**src/rtl/inv_mix_columns_seq.sv**
```systemverilog
// Iterative AES InvMixColumns: one 32-bit column per clock through a shared column datapath.
// Optional MIXCOL_FWD_EN adds a fwd port that selects forward MixColumns per block.
module inv_mix_columns_seq (
  input  logic         clk,
  input  logic         rst,
  input  logic         in_valid,
  output logic         in_ready,
  input  logic [127:0] in_data,
  output logic         out_valid,
  input  logic         out_ready,
  output logic [127:0] out_data,
  output logic         busy
`ifdef MIXCOL_FWD_EN
  ,
  input  logic         fwd
`endif
);

  typedef enum logic [1:0] {
    IDLE = 2'd0,
    RUN  = 2'd1,
    DONE = 2'd2
  } fsm_t;

  fsm_t         fsm_q, fsm_d;
  logic [1:0]   col_cnt_q, col_cnt_d;
  logic [127:0] state_reg_q, state_reg_d;

  logic [3:0][7:0] a, x2, x4, x8;
  logic [3:0][7:0] inv_row;
  logic [31:0]     mix_col;

`ifdef MIXCOL_FWD_EN
  logic            mode_q, mode_d;
  logic [3:0][7:0] fwd_row;
`endif

  function automatic logic [7:0] xtime(input logic [7:0] b);
    return {b[6:0], 1'b0} ^ (b[7] ? 8'h1b : 8'h00);
  endfunction

  // x9/xb/xd/xe are built from the doubled, quadrupled and octupled bytes.
  always_comb begin
    a       = state_reg_q[{col_cnt_q, 5'd0} +: 32];
    x2      = '0;
    x4      = '0;
    x8      = '0;
    inv_row = '0;
    for (int k = 0; k < 4; k++) begin
      x2[k] = xtime(a[k]);
      x4[k] = xtime(x2[k]);
      x8[k] = xtime(x4[k]);
    end
    for (int r = 0; r < 4; r++) begin
      inv_row[2'(r)] = (x8[2'(r)]   ^ x4[2'(r)]   ^ x2[2'(r)])
                     ^ (x8[2'(r+1)] ^ x2[2'(r+1)] ^ a[2'(r+1)])
                     ^ (x8[2'(r+2)] ^ x4[2'(r+2)] ^ a[2'(r+2)])
                     ^ (x8[2'(r+3)] ^ a[2'(r+3)]);
    end
`ifdef MIXCOL_FWD_EN
    fwd_row = '0;
    for (int r = 0; r < 4; r++) begin
      fwd_row[2'(r)] = x2[2'(r)] ^ x2[2'(r+1)] ^ a[2'(r+1)] ^ a[2'(r+2)] ^ a[2'(r+3)];
    end
    mix_col = mode_q ? fwd_row : inv_row;
`else
    mix_col = inv_row;
`endif
  end

  always_comb begin
    fsm_d       = fsm_q;
    col_cnt_d   = col_cnt_q;
    state_reg_d = state_reg_q;
`ifdef MIXCOL_FWD_EN
    mode_d      = mode_q;
`endif
    case (fsm_q)
      IDLE: begin
        if (in_valid) begin
          fsm_d       = RUN;
          state_reg_d = in_data;
          col_cnt_d   = 2'd0;
`ifdef MIXCOL_FWD_EN
          mode_d      = fwd;
`endif
        end
      end
      RUN: begin
        state_reg_d[{col_cnt_q, 5'd0} +: 32] = mix_col;
        col_cnt_d = col_cnt_q + 2'd1;
        if (col_cnt_q == 2'd3) begin
          fsm_d = DONE;
        end
      end
      DONE: begin
        if (out_ready) begin
          fsm_d = IDLE;
        end
      end
      default: begin
        fsm_d     = IDLE;
        col_cnt_d = 2'd0;
      end
    endcase
  end

  always_ff @(posedge clk) begin
    if (rst) begin
      fsm_q       <= IDLE;
      col_cnt_q   <= 2'd0;
      state_reg_q <= '0;
`ifdef MIXCOL_FWD_EN
      mode_q      <= 1'b0;
`endif
    end else begin
      fsm_q       <= fsm_d;
      col_cnt_q   <= col_cnt_d;
      state_reg_q <= state_reg_d;
`ifdef MIXCOL_FWD_EN
      mode_q      <= mode_d;
`endif
    end
  end

  // All outputs come straight from registers; state_reg is zero after reset.
  assign in_ready  = (fsm_q == IDLE);
  assign out_valid = (fsm_q == DONE);
  assign busy      = (fsm_q == RUN) || (fsm_q == DONE);
  assign out_data  = state_reg_q;

endmodule
```
**config.mk**
```make
export PLATFORM = sky130hd
export DESIGN_NAME = inv_mix_columns_seq
export DESIGN_NICKNAME = d
export VERILOG_FILES = /design/src/rtl/inv_mix_columns_seq.sv
export SDC_FILE = /design/constraint.sdc
export NUM_CORES = 1
export LEC_CHECK = 0
export CORE_ASPECT_RATIO = 1.75
export CORE_MARGIN = 1
export CORE_UTILIZATION = 38
export CTS_BUF_LIST = sky130_fd_sc_hd__clkbuf_4
export CTS_CLUSTER_SIZE = 24
export DETAILED_ROUTE_END_ITERATION = 6
export PLACE_DENSITY = 0.81
export SETUP_SLACK_MARGIN = 0.5
export SLEW_MARGIN = 20
export SYNTH_ARGS = -nofsm -noshare
export SYNTH_HDL_FRONTEND = slang
export SYNTH_SLANG_ARGS = --single-unit
```
**constraint.sdc**
```tcl
create_clock -name clk -period 2.1 [get_ports clk]
set_input_delay 0.21 -clock clk [delete_from_list [all_inputs] [get_ports clk]]
set_output_delay 0.21 -clock clk [all_outputs]
set_load 0.005 [all_outputs]
```
==> results of run 1 <==
==> cells in the mapped netlist <==
| library cell | number | area, um^2 |
|---|---|---|
| dfxtp_1 | 132 | 2643 |
| mux2_4 | 1 | 15.01 |
| buf_6 | 27 | 304.0 |
| o21ai_0 | 2 | 10.01 |
| or3_1 | 1 | 6.260 |
| a22o_1 | 128 | 1121 |
| and4bb_1 | 1 | 12.51 |
| nand4b_1 | 1 | 8.760 |
| nor3b_1 | 1 | 7.510 |
| nor3_1 | 1 | 5.000 |
| nand2_1 | 1 | 3.750 |
| a21oi_4 | 4 | 65.06 |
| nand2b_1 | 4 | 25.02 |
| nor2b_1 | 3 | 18.77 |
| inv_1 | 5 | 18.77 |
| o31ai_1 | 2 | 15.01 |
| ha_1 | 7 | 87.58 |
| a21oi_1 | 3 | 15.01 |
| or4b_1 | 1 | 10.01 |
==> repair_timing <==
| item | CTS | global route |
|---|---|---|
| setup buffers | 3 | 5 |
| gates resized for setup | 197 | 43 |
| endpoints found under the setup margin | 256 | 166 |
==> worst reg2reg max path: stages (launching register included) <==
cell      delay, ps
dfxtp_2         350
inv_2            60
ha_2            230
and4bb_4        370
buf_12          260
a22o_1          250
==> cell type report <==
class,count,area (um^2),share of cell area (%)
Sequential cell,132,2759,37.12
Clock buffer,20,150.1,2.020
Inverter,5,21.27,0.2862
Clock inverter,11,112.6,1.515
Timing Repair Buffer,277,2766,37.22
Multi-Input combinational cell,161,1458,19.61
Tap cell,132,165.2,2.222
==> per-stage QoR <==
stage / std cells / utilization, % / cell area [um^2]
global placement: 699 / 62.63 / 6994
finish: 738 / 66.55 / 7432
CTS: 733 / 65.50 / 7315
detailed placement: 699 / 62.63 / 6994
floorplan: 325 / - / 4392
global route: 738 / 66.55 / 7432
==> worst max-delay path by stage <==
stage | end | slack [ps]
finish | out_data[0] | 530
floorplan | out_data[100] | 580
global route | out_data[82] | 470
global placement | out_data[113] | 420
CTS | busy | 430
detailed placement | out_data[103] | 320
==> cells by family after synthesis <==
logic type	synth area share (%)
mux	0.3418
flops	60.17
simple gates	2.222
fa+ha+maj	1.994
buf+inv	7.350
compound gates	27.92
==> per-layer routing <==
metal | vias up | global-route usage [%] | part of all wire, %
li1 | 1782 | - | -
met1 | 1832 | 22.43 | 37
met2 | 179 | 36.97 | 54
met3 | 29 | 6.050 | 6.0
met4 | 0 | 10.07 | 2.7
met5 | - | 0 | 0
==> state kept, by name, indices dropped and copies added (netlist names) <==
name	cells
out_data	128
col_cnt_q	2
fsm_q	2
==> where the power goes <==
group / internal, mW / switching [mW]
Combinational: 0.615 / 0.356
Sequential: 2.71 / 0.0954
Clock: 0.724 / 0.875
Total: 4.05 / 1.33
==> results.md, run 1 <==
- Antenna violations before repair: 0
- Pre-CTS setup slack: 324.7 ps
- Commonest non-fill, non-tap cell in the layout: clkdlybuf4s50_1
- Drt drc: 0
- Clock transition at path regs: 110 ps
- R2R Path Start: fsm_q[1]
- Period utilization: 74.77%
- Setup violators final: 0
- Largest net degree at the start of global routing: 65
- DIE AREA: 12010 um^2
- Synthesized Nets: 464
- Least-Margin Pin Slew: 406.5 ps
- Lkg Pwr: 3.833 nW
- N_diodes: 0
- R2r worst-path depth: 5
- Buffers on Ports: 262
- Final Max Slew Viols: 0
- Hold slack: 298.3 ps
- Register area share after synthesis: 60.17%
- Crit path cell chain: inv_2, ha_2, and4bb_4, buf_12, a22o_1
- Placer Congestion: 0.7405
- Via count: 3822
- Antenna Violating Nets Remaining: 0
- Final #Nets: 733
- Number of distinct library cells after synthesis: 19
- Yosys warning total: 0
- Worst vdd ir: 0.0006258 V
- # rows: 51
- Crit path launch: fsm_q[1]
- Post-Route WL: 12950 um
- Seq cells post-synth: 132
- HP Class: input port to register
- Area of the mapped netlist: 4392 um^2
- Filler instances: 864
- Hold depth: 2
- Hold EP: out_data[114]
- First-pass GRT wire length: 19590 um
- Setup TNS: 0 ps
- # clock sinks: 132
- Slew headroom: 72.84%
- Critical path depth: 5
- TritonCTS clock tree: done
- Cells after Synth: 325
- Critical path arrival: 2000 ps
- Max Clk Rate: 636.9 MHz
- Vias in the first global route: 3892
- RSZ-0062 raised after global routing: true
- Pre-antenna DRT Iters: 5
- GRT Util Overall: 20.74%
- Root buffer cell: clkbuf_4
- Core Box Area: 11170 um^2
- Most frequent cells in the layout: clkdlybuf4s50_1 (131), a22o_1 (128), dlygate4sd2_1 (93), dfxtp_2 (90), dfxtp_1 (41)
- Critical Path End Type: register
- Share of layout cells above drive strength 1: 24.59%
- Starting DRT DRC Count: 59
- Crit-path slowest cell: and4bb_4
- Power density cells: 723.9 nW/um^2
- Hold Violations, Final: 0
- Detailed-route wire length per cell: 17.55 um
- Die width: 83.27 um
- Startpoint types: register
- Clock skew: 9.953 ps
- Layout area overhead: 69.23%
- Post-DP HPWL: 8799 um
- CP Class: register to register
- Critical R2R Capture: out_data[0]
- Clk buf depth: 2
- WP data required: 2530 ps
- Final Power: 5.380 mW
- Number of vias per cell: 5.179
- CP max stage delay: 360 ps
- Hold_buf cts: 0
- Crit path max fanout: 64
- H-tree levels: 4
- Crit path buffers/inverters: 2
- Worst setup margin: 529.8 ps
- Worst Hold Launch: in_data[114]
- CP delay by family, top: simple AND/OR/NAND/NOR gates
- Insertion delay to the later sink of the worst-skew pair: 500 ps
- Syn_area_per_cell: 13.51 um^2
- Status: finished clean
- Die height: 144.2 um
- Initial Utilization: 39.33%
- Reg2Reg Setup Slack: 530 ps
- Fin crit period: 1570 ps
- Total CTS buffers: 17
- # IOs: 263
- Max Cap Violations: 0
- Total grt overflow: 0
(Power assumes the default switching activity.)
==> inputs of run 2 (changes only) <==
==> constraint.sdc (replaced) <==
create_clock -name clk -period 1.64 [get_ports clk]
set_input_delay 0.164 -clock clk [delete_from_list [all_inputs] [get_ports clk]]
set_output_delay 0.164 -clock clk [all_outputs]
set_load 0.005 [all_outputs]
==> results.md, run 2 (synthesis gave the netlist of run 1 again) <==
- Clk buf depth: 2 (unchanged)
- Status: finished clean
- Largest net degree at the start of global routing: 49 (-25%)
- WP data required: 2080 ps (-450 ps)
- Die height: 144.2 um (unchanged)
- Post-Route WL: 14300 um (+10%)
- Clock skew: 16.53 ps (+6.576 ps)
- CP max stage delay: 370 ps (about the same)
- Worst vdd ir: 0.0007780 V (+24%)
- Insertion delay to the later sink of the worst-skew pair: 510 ps (about the same)
- Startpoint types: register
- Crit-path slowest cell: dfxtp_4
- Hold_buf cts: 0 (unchanged)
- Placer Congestion: 0.7727 (+4.3%)
- # clock sinks: 132 (unchanged)
- HP Class: input port to register
- Max Clk Rate: 617.5 MHz (-3.0%)
- Antenna Violating Nets Remaining: 0 (unchanged)
- Crit path max fanout: 8 (-88%)
- Filler instances: 759 (-12%)
- Period utilization: 98.75% (+24 points)
- CP delay by family, top: flip-flops
- Crit path cell chain: inv_4, ha_4, mux2_4, a21oi_4, buf_6, clkbuf_16, a22o_1
- GRT Util Overall: 21.18% (+0.44 points)
- Final Power: 7.480 mW (+39%)
- Final #Nets: 773 (+5.5%)
- RSZ-0062 raised after global routing: true
- Least-Margin Pin Slew: 281.9 ps (-124.6 ps)
- Die width: 83.27 um (unchanged)
- Power density cells: 940.1 nW/um^2 (+30%)
- CP Class: register to register
- H-tree levels: 4 (unchanged)
- Drt drc: 0 (unchanged)
- DIE AREA: 12010 um^2 (unchanged)
- Hold Violations, Final: 0 (unchanged)
- # IOs: 263 (unchanged)
- First-pass GRT wire length: 19990 um (+2.0%)
- Clock transition at path regs: 120 ps (about the same)
- Buffers on Ports: 262 (unchanged)
- Total grt overflow: 0 (unchanged)
- Setup violators final: 0 (unchanged)
- Reg2Reg Setup Slack: 20 ps (-510 ps)
- Crit path buffers/inverters: 3 (+1)
- Pre-antenna DRT Iters: 4 (-1)
- Max Cap Violations: 0 (unchanged)
- Commonest non-fill, non-tap cell in the layout: clkdlybuf4s50_1
- Max reg flops: 128 (unchanged)
- Final Max Slew Viols: 0 (unchanged)
- Share of layout cells above drive strength 1: 56.35% (+32 points)
- Core Box Area: 11170 um^2 (unchanged)
- Starting DRT DRC Count: 128 (+120%)
- Detailed-route wire length per cell: 18.37 um (+4.7%)
- TritonCTS clock tree: done
- N_diodes: 0 (unchanged)
- Layout area overhead: 81.17%
- Hold slack: 245.6 ps (-52.67 ps)
- Most frequent cells in the layout: clkdlybuf4s50_1 (131), a22o_1 (128), dfxtp_2 (128), buf_6 (93), buf_2 (42)
- Total CTS buffers: 17 (unchanged)
- Initial Utilization: 39.33% (unchanged)
- Critical Path End Type: register
- Vias in the first global route: 3929 (+0.95%)
- Lkg Pwr: 3.483 nW (-9.1%)
- Via count: 4060 (+6.2%)
- Slew headroom: 81.12% (+8.3 points)
- Fin crit period: 1620 ps (+49.39 ps)
- # rows: 51 (unchanged)
- Number of vias per cell: 5.219 (+0.77%)
- Antenna violations before repair: 0 (unchanged)
- Post-DP HPWL: 9114 um (+3.6%)
- Critical path arrival: 2060 ps (+60 ps)
- Root buffer cell: clkbuf_4
run 2: cell types whose count changed in the layout (fill, tap and decap cells not counted), moves of 35 or more:
cell            change
buf_2              +42
buf_6              +93
dfxtp_1            -39
dfxtp_2            +38
dlygate4sd2_1      -93
dlymetal6s2s_1     -35
run 2: what timing repair did:
item,in CTS,in global routing
endpoints found under the hold margin,0,0
endpoints found under the setup margin,263,263
setup buffers,26,12
gates cloned,1,7
pin swaps,2,12
resized for setup,704,51
run 2: area by class of cell:
| cell class | instances | area (um^2) | share of cell area (%) |
|---|---|---|---|
| clock inverters | 13 | 158.9 | 1.997 |
| clock buffers | 18 | 135.1 | 1.698 |
| well taps | 132 | 165.2 | 2.076 |
| repair buffers | 317 | 3164 | 39.77 |
| inverters | 5 | 23.77 | 0.2988 |
| multi-input cells | 161 | 1499 | 18.84 |
| flip-flops and latches | 132 | 2810 | 35.32 |
run 2: final timing paths:
path | from | end | depth (start not counted)
min | in_data[109] | out_data[109] | 2
max | fsm_q[1] | out_data[104] | 7
max reg2reg | fsm_q[1] | out_data[104] | 7
min reg2reg | out_data[108] | out_data[108] | 1
run 2: power breakdown:
| group | internal [mW] | leakage (nW) | switching [mW] |
|---|---|---|---|
| registers | 3.49 | 1.14 | 0.162 |
| clock network | 1.07 | 0.156 | 1.22 |
| logic | 1.03 | 2.19 | 0.515 |
run 2: worst reg2reg max path, stage by stage (launching register included):
cell and delay, ps:
dfxtp_4 370, inv_4 80, ha_4 160, mux2_4 360, a21oi_4 190, buf_6 140
clkbuf_16 150, a22o_1 110
run 2: layer usage:
metal	routed length, um	global-route usage [%]	vias to the layer above
met5	0	0	-
met4	526	10.16	0
met3	806	5.708	40
met2	7743	36.76	193
met1	5219	24.07	1958
li1	-	-	1869
run 2: stage by stage:
stage / area [um^2] / TNS [ps] / std cells / utilization (%) / worst slack, ps
finish: 7956 / 0 / 778 / 71.25 / 20.44
CTS: 7448 / 0 / 759 / 66.70 / 53.45
detailed placement: 7063 / 0 / 701 / 63.25 / 50.62
global route: 7956 / -651.3 / 778 / 71.25 / -27.79
floorplan: 4420 / 0 / 325 / - / 181.7
global placement: 7063 / 0 / 701 / 63.25 / 106.5
==> inputs of run 3 (changes only) <==
--- a/config.mk
+++ b/config.mk
@@ -6,7 +6,7 @@
 export NUM_CORES = 1
 export LEC_CHECK = 0
 export CORE_ASPECT_RATIO = 1.75
-export CORE_MARGIN = 1
+export CORE_MARGIN = 3
 export CORE_UTILIZATION = 38
 export CTS_BUF_LIST = sky130_fd_sc_hd__clkbuf_4
 export CTS_CLUSTER_SIZE = 24
==> results.md, run 3 (synthesis gave the netlist of run 1 again) <==
- WP data required: 2090 ps (about the same)
- Die height: 148.2 um (+2.8%)
- Worst vdd ir: 0.0006947 V (-11%)
- Hold Violations, Final: 0 (unchanged)
- Crit path cell chain: buf_6, ha_4, mux2_4, a21oi_4, buf_12, clkbuf_16, a22o_1
- Initial Utilization: 39.10% (-0.22 points)
- Number of vias per cell: 5.114 (-2.0%)
- Power density cells: 936.7 nW/um^2 (-0.36%)
- Hold slack: 249.0 ps (+3.383 ps)
- Pre-CTS setup slack: 45.51 ps (-5.117 ps)
- Crit-path slowest cell: dfxtp_4
- Critical path arrival: 2060 ps (about the same)
- Met3 wire length: 1041 um (+29%)
- HP Class: input port to register
- Largest net degree at the start of global routing: 52 (+6.1%)
- Core Box Area: 11230 um^2 (+0.57%)
- Die width: 87.27 um (+4.8%)
- Met2 wire length: 7790 um (+0.61%)
- Starting DRT DRC Count: 119 (-7.0%)
- Share of layout cells above drive strength 1: 56.16% (-0.18 points)
- Period utilization: 98.44% (-0.31 points)
- Clock transition at path regs: 130 ps (about the same)
- Crit path max fanout: 8 (unchanged)
- Insertion delay to the later sink of the worst-skew pair: 510 ps (about the same)
- Least-Margin Pin Slew: 277.9 ps (-4.012 ps)
- RSZ-0062 raised after global routing: true
- Most frequent cells in the layout: clkdlybuf4s50_1 (131), dfxtp_2 (129), a22o_1 (128), buf_6 (88), buf_2 (44)
- Max Used Layer: met4
- Total CTS buffers: 17 (unchanged)
- Placed cell area: 7056 um^2 (-0.11%)
- Commonest non-fill, non-tap cell in the layout: clkdlybuf4s50_1
- Final #Nets: 767 (-0.78%)
- CP Class: register to register
- Post-route design area: 7812 um^2 (-1.8%)
- Worst setup margin: 25.60 ps (+5.163 ps)
- # rows: 51 (unchanged)
- Lkg Pwr: 3.412 nW (-2.0%)
- Via count: 3958 (-2.5%)
- Detailed-route wire length per cell: 18.19 um (-1.0%)
- Root buffer cell: clkbuf_4
- Max Cap Violations: 0 (unchanged)
- Antenna violations before repair: 1 (+1)
- GRT Util Overall: 20.39% (-0.79 points)
- Total grt overflow: 0 (unchanged)
- Vias in the first global route: 4023 (+2.4%)
- TritonCTS clock tree: done
- Buffers on Ports: 262 (unchanged)
- Final Core Density: 69.56% (-1.7 points)
- H-tree levels: 4 (unchanged)
- Critical Path End Type: register
- Final Max Slew Viols: 0 (unchanged)
- Max Clk Rate: 619.4 MHz (+0.32%)
- Startpoint types: register
- Max reg flops: 128 (unchanged)
- Filler instances: 794 (+4.6%)
- Fin crit period: 1614 ps (-5.163 ps)
- First-pass GRT wire length: 20550 um (+2.8%)
- Final Power: 7.318 mW (-2.2%)
- DIE AREA: 12930 um^2 (+7.7%)
- Post-Route WL: 14080 um (-1.5%)
- # clock sinks: 132 (unchanged)
- Setup violators final: 0 (unchanged)
- Antenna Violating Nets Remaining: 0 (unchanged)
- Pre-antenna DRT Iters: 4 (unchanged)
- Clock skew: 20.26 ps (+3.729 ps)
- Slew headroom: 81.39% (+0.27 points)
- M1 WL: 4852 um (-7.0%)
- CP max stage delay: 370 ps (about the same)
- Status: finished clean
- Drt drc: 0 (unchanged)
- Layout area overhead: 77.89%
- # IOs: 263 (unchanged)
- Post-DP HPWL: 9650 um (+5.9%)
- Placer Congestion: 0.7334 (-5.1%)
- Clk buf depth: 2 (unchanged)
==> run 3: cell count changes in the layout (fill, tap and decap cells not counted), sizes merged <==
cell / previous run / this run
clkinvlp: 2 / 5
bufinv: 3 / 2
inv: 7 / 9
clkinv: 6 / 3
clkdlybuf4s15: 0 / 1
clkbuf: 24 / 21
buf: 180 / 176
diode: 0 / 1
==> run 3: final cells by class <==
| class | instances | area [um^2] | area share (%) |
|---|---|---|---|
| repair buffers | 311 | 3019 | 38.65 |
| flip-flops and latches | 132 | 2808 | 35.94 |
| multi-input cells | 161 | 1505 | 19.27 |
| well taps | 132 | 165.2 | 2.114 |
| clock inverters | 14 | 153.9 | 1.970 |
| clock buffers | 18 | 135.1 | 1.730 |
| inverters | 5 | 23.77 | 0.3043 |
| diodes | 1 | 2.502 | 0.03203 |
==> run 3: path summary, 6_finish.rpt <==
kind / slack [ps] / depth (start not counted) / from / endpoint
setup / recovery: 30 / 7 / fsm_q[0] / out_data[113]
hold / removal: 250 / 2 / in_data[7] / out_data[7]
setup reg to reg: 30 / 7 / fsm_q[0] / out_data[113]
hold reg to reg: 470 / 1 / out_data[88] / out_data[88]
==> run 3: timing repair <==
item                       4_1_cts  5_1_grt
gates resized for setup        708       41
setup endpoints to repair      263      263
pin swaps                        0       10
setup buffers                   28       10
gates cloned                     0        3
hold buffers                     0        0
==> run 3: metrics by stage <==
step	cells	setup TNS (ps)
6_report	774	0
5_1_grt	774	-294.0
4_1_cts	760	0
3_5_place_dp	700	0
3_3_place_gp	700	0
2_1_floorplan	325	0
==> run 3: layer usage <==
layer	vias up	global-route usage, %
met3	28	5.876
met1	1888	20.68
li1	1860	-
met5	-	0
met2	182	37.27
met4	0	9.293
==> run 3: critical path, delay by kind of cell (launching register included) <==
| family | cells | cell delay [ps] |
|---|---|---|
| AOI/OAI and AO/OA | 2 | 290 |
| buffers and inverters | 3 | 410 |
| DFF | 1 | 370 |
| muxes | 1 | 330 |
| adders and majority gates | 1 | 170 |
==> run 3: report_power, final <==
part           switching, mW  internal, mW
Clock                   1.25         0.938
Sequential             0.158          3.49
Combinational          0.498         0.978
